[src/rtl/contador_programa.sv]
// Program counter and fetch sequencer: picks the next instruction address from the
// decoder flags, stalls on IN until a debounced button press, and freezes on HALT.
module contador_programa #(
    parameter int ADDR_W   = 10,
    parameter int DEBOUNCE = 4,
    parameter int CNT_W    = 16
) (
    input  logic              clock,
    input  logic              reset,
    input  logic [5:0]        Opcode,
    input  logic              Desvio,
    input  logic              TypeJR,
    input  logic              Halt,
    input  logic              Zero,
    input  logic [ADDR_W-1:0] Imediato,
    input  logic [ADDR_W-1:0] RegJR,
    input  logic              Botao,
    output logic [ADDR_W-1:0] PC,
    output logic              IoStrobe,
    output logic              Waiting,
    output logic              Halted,
    output logic [CNT_W-1:0]  InstrCount
);

    localparam logic [5:0] OP_JUMP = 6'b000101;
    localparam logic [5:0] OP_BEQ  = 6'b001010;
    localparam logic [5:0] OP_BNE  = 6'b001011;
    localparam logic [5:0] OP_HALT = 6'b011001;

    localparam int DW = (DEBOUNCE > 1) ? $clog2(DEBOUNCE) : 1;
    localparam logic [DW-1:0] DEB_LAST = DW'(DEBOUNCE - 1);

    typedef enum logic [1:0] {
        S_RUN     = 2'd0,
        S_WAIT_IN = 2'd1,
        S_HALTED  = 2'd2
    } state_t;

    state_t            state_q;
    logic [ADDR_W-1:0] pc_q;
    logic [CNT_W-1:0]  cnt_q;

    logic              sync1_q;
    logic              sync2_q;
    logic [DW-1:0]     deb_cnt_q;
    logic              deb_level_q;
    logic              deb_prev_q;
    logic              press_pulse;

    logic [ADDR_W-1:0] pc_inc;
    logic [ADDR_W-1:0] pc_d;

    // Button path: 2-FF synchronizer, then the level only moves after DEBOUNCE
    // consecutive disagreeing samples.
    // NOTE: sequential state uses non-blocking assignments so every register
    // samples the pre-edge values of the others, regardless of statement order.
    always_ff @(posedge clock) begin
        if (reset) begin
            sync1_q     <= 1'b0;
            sync2_q     <= 1'b0;
            deb_cnt_q   <= '0;
            deb_level_q <= 1'b0;
            deb_prev_q  <= 1'b0;
        end else begin
            sync1_q    <= Botao;
            sync2_q    <= sync1_q;
            deb_prev_q <= deb_level_q;
            if (sync2_q != deb_level_q) begin
                if (deb_cnt_q == DEB_LAST) begin
                    deb_level_q <= sync2_q;
                    deb_cnt_q   <= '0;
                end else begin
                    deb_cnt_q <= deb_cnt_q + DW'(1);
                end
            end else begin
                deb_cnt_q <= '0;
            end
        end
    end

    assign press_pulse = deb_level_q & ~deb_prev_q;

    // NOTE: every path assigns pc_d after its default, so no latch is inferred.
    always_comb begin
        pc_inc = pc_q + ADDR_W'(1);
        pc_d   = pc_inc;
        if (Desvio) begin
            if (TypeJR) begin
                pc_d = RegJR;
            end else begin
                case (Opcode)
                    OP_JUMP: pc_d = Imediato;
                    OP_BEQ:  pc_d = Zero ? Imediato : pc_inc;
                    OP_BNE:  pc_d = Zero ? pc_inc : Imediato;
                    default: pc_d = pc_inc;
                endcase
            end
        end
    end

    always_ff @(posedge clock) begin
        if (reset) begin
            state_q <= S_RUN;
            pc_q    <= '0;
            cnt_q   <= '0;
        end else begin
            case (state_q)
                S_RUN: begin
                    if (Opcode == OP_HALT) begin
                        state_q <= S_HALTED;
                    end else if (Halt) begin
                        state_q <= S_WAIT_IN;
                    end else begin
                        pc_q  <= pc_d;
                        cnt_q <= cnt_q + CNT_W'(1);
                    end
                end
                S_WAIT_IN: begin
                    // The IN instruction retires on the edge where its write lands.
                    if (press_pulse) begin
                        pc_q    <= pc_inc;
                        cnt_q   <= cnt_q + CNT_W'(1);
                        state_q <= S_RUN;
                    end
                end
                S_HALTED: begin
                    state_q <= S_HALTED;
                end
                default: begin
                    state_q <= S_RUN;
                end
            endcase
        end
    end

    assign PC         = pc_q;
    assign InstrCount = cnt_q;
    assign Waiting    = (state_q == S_WAIT_IN);
    assign Halted     = (state_q == S_HALTED);
    assign IoStrobe   = (state_q == S_WAIT_IN) && press_pulse;

endmodule
[config.mk]
export PLATFORM = sky130hd
export DESIGN_NAME = contador_programa
export DESIGN_NICKNAME = d
export VERILOG_FILES = /design/src/rtl/contador_programa.sv
export SDC_FILE = /design/constraint.sdc
export NUM_CORES = 1
export LEC_CHECK = 0
export CORE_MARGIN = 2
export CORE_UTILIZATION = 50
export CTS_CLUSTER_SIZE = 12
export DETAILED_ROUTE_END_ITERATION = 7
export PLACE_DENSITY = 0.84
export SLEW_MARGIN = 20
export SYNTH_ARGS = -nofsm -noshare
export SYNTH_HDL_FRONTEND = slang
export SYNTH_SLANG_ARGS = --single-unit
[constraint.sdc]
create_clock -name clock -period 4.44 [get_ports clock]
set_clock_uncertainty 0.05 [all_clocks]
set_input_delay 1.11 -clock clock [delete_from_list [all_inputs] [get_ports clock]]
set_output_delay 1.11 -clock clock [all_outputs]
set_load 0.01 [all_outputs]
==> results of run 1 <==
==> stage by stage <==
stage               worst slack [ns]  power [uW]  hold WS, ns
floorplan                      1.838       402.9       0.3474
global placement               1.173       465.2       0.3576
detailed placement             1.083       466.8       0.3765
CTS                            1.390       812.1       0.3866
global route                   1.218       845.6       0.4148
finish                         1.406       811.3       0.3807
==> kinds of logic after synthesis <==
logic type                 Yosys count  synth area share (%)
xor gates and xnor gates            10                 4.172
DFF                                 34                 32.42
muxes                                1                0.4768
adders and majority gates            3                 1.788
and+or+nand+nor                    109                 27.77
buffers and inverters               28                 5.245
AOI/OAI and AO/OA                   84                 28.13
==> cells in the final DEF (no fill, tap or decap), drive strengths merged, types with 3 or more instances in the layout <==
| master | instances |
|---|---|
| o41ai | 6 |
| nor4 | 3 |
| clkdlybuf4s50 | 61 |
| nand2 | 22 |
| ha | 3 |
| xnor2 | 9 |
| o21ai | 21 |
| a21oi | 14 |
| o2111ai | 3 |
| a31oi | 4 |
| or3 | 14 |
| nor2 | 22 |
| o31ai | 3 |
| nor2b | 6 |
| inv | 13 |
| nand3 | 8 |
| a211oi | 4 |
| and2 | 4 |
| nand2b | 3 |
| nor3 | 6 |
| a311oi | 3 |
| nand4 | 8 |
| o211ai | 4 |
| clkbuf | 5 |
| dfxtp | 34 |
==> cell usage after synthesis (all sizes together), types with 6 or more instances <==
cell    count
dfxtp      34
nand2      22
nor2       22
o21ai      21
a21oi      14
or3        14
clkbuf     13
inv        13
xnor2       9
nand3       8
nand4       8
nor2b       6
nor3        6
o41ai       6
==> state kept, by name (all words and copies together) (netlist names) <==
register     flops
InstrCount      16
state_q          2
sync2_q          1
PC              10
deb_cnt_q        2
sync1_q          1
deb_prev_q       1
deb_level_q      1
==> per-layer routing <==
metal | routed length (um) | vias to the layer above | track usage [%]
met3 | 505 | 14 | 5.032
met5 | 0 | - | 0
met1 | 2469 | 1036 | 34.83
met4 | 103 | 0 | 8.578
met2 | 2605 | 117 | 40.75
li1 | - | 1123 | -
==> worst max-delay path by stage <==
stage,start,endpoint,slack (ns)
floorplan,Halt,InstrCount[15],1.84
global placement,Opcode[4],InstrCount[8],1.17
global route,Opcode[0],InstrCount[8],1.22
CTS,Opcode[4],InstrCount[8],1.39
finish,Opcode[0],InstrCount[8],1.41
detailed placement,Opcode[0],InstrCount[8],1.08
==> where the power goes <==
group          leakage, uW  switching (uW)  internal [uW]
sequential        0.000276            15.9            315
clock            0.0000683             124            225
combinational     0.000574            63.2           68.3
==> final cells by class <==
class / count / area (sq um)
multi-input combinational: 207 / 1309
clock inverter: 3 / 68.82
clock buffer: 5 / 68.82
inverter: 13 / 48.80
fill: 342 / 1172
tap: 50 / 62.56
timing repair buffer: 62 / 618.1
sequential: 34 / 680.7
==> flow_summary.toml, run 1 <==
[logic_synthesis]
yosys-top-cells-area = "dfxtp_1, o21ai_0, or3_1"
syn_area_sq_um = 2100
synth_top_area_share_pct = 32.42
synthCells = 269
synth_edf_count = 0
syn_area_per_cell_sq_um = 7.805
syn-num-nets = 305
yosysWarningCount = 0
ys_types = 55
async_reset_ff_share_pct = 0
synthFlopType = "dfxtp_1"
ys_seq_area_share_pct = 32.42
post-synth-top-area-cell = "dfxtp_1"
ys_ff_latch = 34

[route]
vias = 2290
drc = 0
wire_per_inst_um = 15.20
wirelength_um = 5683
ant_nets = 0
dr.pass1.iters = 5
drtIter0Drc = 155
viasPerCell = 6.123

[critical_path]
worstRegToRegCells = 5
r2r_start = "state_q[0]"
rr_endpoint = "InstrCount[8]"
critPathTopFamily = "compound AO/OA/AOI/OAI gates"
path_max_fanout = 12
worstPathRequired_ns = 4.60
critPathCaptureType = "register"
worst_path_max_delay_cell = "o2111ai_1"
path_class = "primary input to register"
rrSetupSlack_ns = 2.30
path_depth = 6
worstPathCellList = "clkdlybuf4s50_1 -> nor4bb_1 -> a21boi_2 -> o2111ai_1 -> o21ai_0 -> a21oi_1"
cp.arrival_ns = 3.19
cpPeakStageDelay_ns = 0.65
setup.worst_path.start_class = "primary input"
path_buf_inv = 1

[job]
cap_violations = 0

[cts]
clk_pin_slew_ns = 0.08
cts_setup_buffers = 0
root_buffer = "clkbuf_8"
numCtsBuffers = 5
h-tree-depth = 2
cts_resized = 0
cts_tree = "done"
clock_sinks = 34
cts_buffer_depth = 2
hold_buffers = 0
clock_latency_ns = 0.29

[power_and_ir_drop]
ir_drop_mv = 0.1602
pwr_density_cell_nw_per_um2 = 284.0
leakage_uw = 0.0009182

[worst_hold_path]
min_to = "deb_cnt_q[0]"
holdCritStartpoint = "deb_cnt_q[0]"
min_path_cells = 1
hold_path.class = "register to register"

[sta]
drv_slew = 0
period_minus_slack_ns = 3.034
setup_tns_ns = 0
rsz0062_at_grt = "false"
fmax_mhz = 329.6
period_share_pct = 68.34
worst_pin_slew_ns = 0.9462
finalSetupViolCount = 0
relSlewSlack_pct = 36.72
finalHoldViolCount = 0

[die]
dieArea_sq_um = 4733
core-area_sq_um = 4029
rows = 23
dieHeight_um = 68.80
die_w_um = 68.80
start_util_pct = 52.11
io_pins = 62

[place]
gp_congestion = 0.8713
hpwlAfterDp_um = 4132
dpl-instance-area_sq_um = 2719
io_buffers = 61
dp_cells = 366

[global_route]
overflow = 0
grt_pass1_vias = 1988
antenna_found_initial = 0
grt_pass1_wl_um = 9163
grt_usage_pct = 25.67
grt_max_degree = 27

[finish]
num-nets-final = 359
area_delta_synth_final_pct = 36.05
postLayoutCoreUtil_pct = 70.90
drive_gt1_share_pct = 4.012
postLayoutCellArea_sq_um = 2856
n_antenna_cell = 0
fin_cells = 374

[status]
outcome = "complete, no violations"
Note: power is estimated with default switching activity, not from simulation.
==> run 2: changes to the inputs <==
- CORE_UTILIZATION: 50 -> 43
- PLACE_DENSITY: 0.84 -> 0.77
- clock period: 4.44 -> 2.7 ns (I/O delays scaled with it)
==> flow_summary.toml, run 2 (same netlist as run 1, synthesis figures left out) <==
[critical_path]
crit_start = "state_q[1]"
path_max_fanout = 13
worstPathCellList = "nand2b_1 -> inv_1 -> clkdlybuf4s50_1"
worstPathRequired_ns = 1.98
worst_path_max_delay_cell = "dfxtp_1"
critPathCaptureType = "output pin"
cp.arrival_ns = 1.76
cpPeakStageDelay_ns = 0.58
critPathTopFamily = "buffers and inverters"
path_class = "register to output pin"
r2r_start = "PC[0]"
setup.worst_path.start_class = "register"
path_buf_inv = 2

[sta]
fmax_mhz = 402.2
hold_ws_ns = 0.3786
period_minus_slack_ns = 2.487
finalHoldViolCount = 0
setup_tns_ns = 0
worst_pin_slew_ns = 0.4806
drv_slew = 0
relSlewSlack_pct = 67.54
period_share_pct = 92.09
rsz0062_at_grt = "false"
finalSetupViolCount = 0

[cts]
root_buffer = "clkbuf_8"
cts_setup_buffers = 0
numCtsBuffers = 5
cts_resized = 0
h-tree-depth = 2
cts_buffer_depth = 2
clock_latency_ns = 0.29
clock_sinks = 34
cts_tree = "done"
clk_pin_slew_ns = 0.07
hold_buffers = 0

[place]
hpwlAfterDp_um = 4409
dpl-instance-area_sq_um = 2830
io_buffers = 61
dp_cells = 395
gp_congestion = 0.8813

[die]
die_w_um = 73.88
dieArea_sq_um = 5458
rows = 25
start_util_pct = 44.45
io_pins = 62
dieHeight_um = 73.88
core-area_sq_um = 4723

[route]
viasPerCell = 5.784
wire_per_inst_um = 14.42
dr.pass1.iters = 5
vias = 2325
drc = 0
wirelength_um = 5796
drtIter0Drc = 123
ant_nets = 0

[power_and_ir_drop]
pwr_density_cell_nw_per_um2 = 428.5
leakage_uw = 0.0009641
ir_drop_mv = 0.2858

[global_route]
grt_pass1_wl_um = 9308
grt_max_degree = 23
antenna_found_initial = 0
overflow = 0
grt_usage_pct = 22.20
grt_pass1_vias = 1998

[finish]
largest_reg_flops = 16
seqCellArea_sq_um = 680.7
area_delta_synth_final_pct = 40.17
fillCellCount = 439
layout_common_cells = "clkdlybuf4s50_1, dfxtp_1, nor2_1, nand2_1, o21ai_0"
drive_gt1_share_pct = 7.164
postLayoutCoreUtil_pct = 62.30
final_common_cell = "clkdlybuf4s50_1"
num-nets-final = 371
n_antenna_cell = 0
multi_input_area_sq_um = 1309
postLayoutCellArea_sq_um = 2943
fin_cells = 402

[worst_hold_path]
holdCritStartpoint = "deb_cnt_q[0]"
hold_path.class = "register to register"

[status]
outcome = "complete, no violations"

[job]
cap_violations = 0
[run 2: cell types whose count changed in the layout (fill, tap and decap cells not counted), sizes merged]
cell,change
clkinv,-1
buf,+12
bufinv,-1
clkbuf,+1
[run 2: report_power, final]
| group | leakage (uW) | internal (uW) | total (uW) | switching (uW) |
|---|---|---|---|---|
| Sequential | 0.000276 | 518 | 545 | 26.8 |
| Combinational | 0.000631 | 126 | 233 | 107 |
| Clock | 0.0000573 | 295 | 483 | 188 |
| Total | 0.000964 | 940 | 1260 | 322 |
[run 2: metal layers]
metal	track usage, %	vias up	wire length [um]
met4	9.293	0	105
li1	-	1151	-
met2	35.22	89	2681
met5	0	-	0
met3	4.390	11	340
met1	29.21	1074	2668
[run 2: cell type report]
| class | instances | share of cell area (%) |
|---|---|---|
| Multi-Input combinational cell | 207 | 44.47 |
| Timing Repair Buffer | 74 | 24.06 |
| Sequential cell | 34 | 23.13 |
| Tap cell | 67 | 2.849 |
| Clock buffer | 6 | 2.806 |
| Inverter | 13 | 1.658 |
| Clock inverter | 1 | 1.020 |
[run 2: path summary, 6_finish.rpt]
check,end,slack [ns],depth (start not counted)
max,Waiting,0.21,3
min reg2reg,deb_cnt_q[0],0.38,1
min,deb_cnt_q[0],0.38,1
max reg2reg,PC[6],0.57,6
[run 2: per-stage QoR]
stage / setup WS [ns] / power (uW)
6_report: 0.2135 / 1261
3_5_place_dp: 0.008723 / 786.3
3_3_place_gp: 0.04043 / 784.2
5_1_grt: 0.09093 / 1315
4_1_cts: 0.2060 / 1268
2_1_floorplan: 0.5329 / 662.6
[run 2: worst reg2reg max path: cells and delay by family (launching register included)]
family / cells / cell delay [ns]
and+or+nand+nor: 2 / 0.67
DFF: 1 / 0.47
AOI/OAI and AO/OA: 3 / 0.60
adders and majority gates: 1 / 0.24
==> run 3: changes to the inputs <==
--- a/config.mk
+++ b/config.mk
@@ -6,9 +6,9 @@
 export NUM_CORES = 1
 export LEC_CHECK = 0
+export ABC_AREA = 1
 export CORE_MARGIN = 2
-export CORE_UTILIZATION = 43
+export CORE_UTILIZATION = 31
 export CTS_CLUSTER_SIZE = 12
 export DETAILED_ROUTE_END_ITERATION = 7
-export PLACE_DENSITY = 0.77
 export SLEW_MARGIN = 20
 export SYNTH_ARGS = -nofsm -noshare
==> constraint.sdc (replaced) <==
create_clock -name clock -period 2.7 [get_ports clock]
set_clock_uncertainty 0.05 [all_clocks]
set_input_delay 0.405 -clock clock [delete_from_list [all_inputs] [get_ports clock]]
set_output_delay 0.405 -clock clock [all_outputs]
set_load 0.01 [all_outputs]
==> flow_summary.toml, run 3 <==
[logic_synthesis]
synthCells = 371
ys_ff_latch = 34
synthTopCellsByCount = "nand2_1, a21oi_1, inv_1"
ys_seq_area_share_pct = 28.94
synthAdderAreaFrac_pct = 1.596
async_reset_ff_share_pct = 0
post-synth-top-area-cell = "dfxtp_1"
synth_xor_xnor_area_share_pct = 4.096
muxShareOfSynthArea_pct = 0
yosysWarningCount = 0
syn_area_sq_um = 2352
syn-num-nets = 407
ys_types = 38
synthFlopType = "dfxtp_1"
synth_compound_area_share_pct = 14.79
synth-simple-area-share_pct = 41.60
synth_edf_count = 0
synth_top_family_by_area = "simple AND/OR/NAND/NOR gates"
syn_area_per_cell_sq_um = 6.340
yosys-top-cells-area = "dfxtp_1, nand2_1, a21oi_1"
synth_top_area_share_pct = 28.94
post-synth-top-count-cell = "nand2_1"

[critical_path]
worstPathCellList = "inv_2 -> nor4_4 -> clkdlybuf4s50_1"
cpPeakStageDelay_ns = 0.61
critPathCaptureType = "output pin"
rr_endpoint = "PC[8]"
worst_path_max_delay_cell = "clkdlybuf4s50_1"
worstRegToRegCells = 8
crit_start = "deb_level_q"
path_class = "register to output pin"
r2r_start = "PC[0]"
cp.arrival_ns = 1.67
setup.worst_path.start_class = "register"
worstPathRequired_ns = 2.25
path_max_fanout = 4
rrSetupSlack_ns = 0.85

[power_and_ir_drop]
pwr_density_cell_nw_per_um2 = 377.6
ir_drop_mv = 0.2088
leakage_uw = 0.001208

[finish]
seqCellArea_sq_um = 680.7
final_common_cell = "nand2_1"
num-nets-final = 470
largest_reg_flops = 16
fillCellCount = 783
drive_gt1_share_pct = 8.295
layout_common_cells = "nand2_1, clkdlybuf4s50_1, a21oi_1"
area_delta_synth_final_pct = 34.04
n_antenna_cell = 0
multi_input_area_sq_um = 1460
fin_cells = 533

[die]
dieArea_sq_um = 8301
io_pins = 62
start_util_pct = 32.26
die_w_um = 91.11
rows = 31
core-area_sq_um = 7292
dieHeight_um = 91.11

[global_route]
grt_pass1_wl_um = 10890
grt_max_degree = 21
grt_usage_pct = 15.92
overflow = 0
grt_pass1_vias = 2387
antenna_found_initial = 0

[worst_hold_path]
hold_path.class = "register to register"
min_path_cells = 2
holdCritStartpoint = "sync1_q"
min_to = "sync2_q"

[sta]
period_share_pct = 78.70
relSlewSlack_pct = 65.82
finalSetupViolCount = 0
rsz0062_at_grt = "false"
fmax_mhz = 470.6
hold_ws_ns = 0.3569
setup_tns_ns = 0
finalHoldViolCount = 0
drv_slew = 0
period_minus_slack_ns = 2.125
fin_ws_ns = 0.5751
worst_pin_slew_ns = 0.5122

[status]
outcome = "complete, no violations"

[cts]
clock_latency_ns = 0.29
clk_pin_slew_ns = 0.07
cts_setup_buffers = 0
cts_tree = "done"
hold_buffers = 0
cts_buffer_depth = 2
h-tree-depth = 2
root_buffer = "clkbuf_8"
clock_sinks = 34
numCtsBuffers = 5
cts_resized = 0

[route]
wire_per_inst_um = 12.33
ant_nets = 0
wirelength_um = 6570
dr.pass1.iters = 4
viasPerCell = 4.797
vias = 2557
drc = 0
drtIter0Drc = 88

[place]
gp_congestion = 0.8685
dp_slack_ns = 0.3957
dp_cells = 526
hpwlAfterDp_um = 4995
io_buffers = 61

[job]
cap_violations = 0
[run 3: layer usage]
layer  GRT usage (%)  routed length (um)
met1           19.78                3001
met2           28.15                3269
met3           3.237                 225
met4           3.788                  73
met5               0                   0
[run 3: power by group]
group / switching [uW] / leakage (uW) / internal [uW] / total (uW)
clock: 189 / 0.0000438 / 173 / 362
sequential: 28.9 / 0.000277 / 522 / 551
combinational: 145 / 0.000887 / 133 / 278
[run 3: final cells by class]
type                            count  area share (%)
Clock buffer                        5           2.183
Clock inverter                      2          0.3175
Sequential cell                    34           21.59
Inverter                           41           4.881
Timing Repair Buffer               67           20.79
Tap cell                           99           3.929
Multi-Input combinational cell    285           46.31
[run 3: logic make-up (layout without fill, tap and decap cells)]
| logic type | count (synthesis) | count (layout) |
|---|---|---|
| buffers and inverters | 52 | 115 |
| flip-flops | 34 | 34 |
| AND/OR/NAND/NOR | 204 | 204 |
| AO/OA/AOI/OAI | 67 | 67 |
| adder cells (fa/ha/maj) | 3 | 3 |
| XOR/XNOR | 11 | 11 |
[run 3: critical path, delay by kind of cell (launching register included)]
kind / cells / cell delay [ns]
AND/OR/NAND/NOR: 1 / 0.32
buffers and inverters: 2 / 0.69
flip-flops: 1 / 0.38
[run 3: through the flow]
step | power, uW | cell area, sq um | utilization (%)
floorplan | 711.3 | 2352 | -
global placement | 840.3 | 3074 | 42.16
detailed placement | 842.2 | 3074 | 42.16
CTS | 1210 | 3153 | 43.24
global route | 1266 | 3153 | 43.24
finish | 1191 | 3153 | 43.24
[run 3: worst max path at each step]
| stage | endpoint | slack [ns] |
|---|---|---|
| floorplan | PC[8] | 1.09 |
| global placement | InstrCount[8] | 0.42 |
| detailed placement | PC[5] | 0.40 |
| CTS | IoStrobe | 0.56 |
| global route | InstrCount[8] | 0.49 |
| finish | IoStrobe | 0.58 |
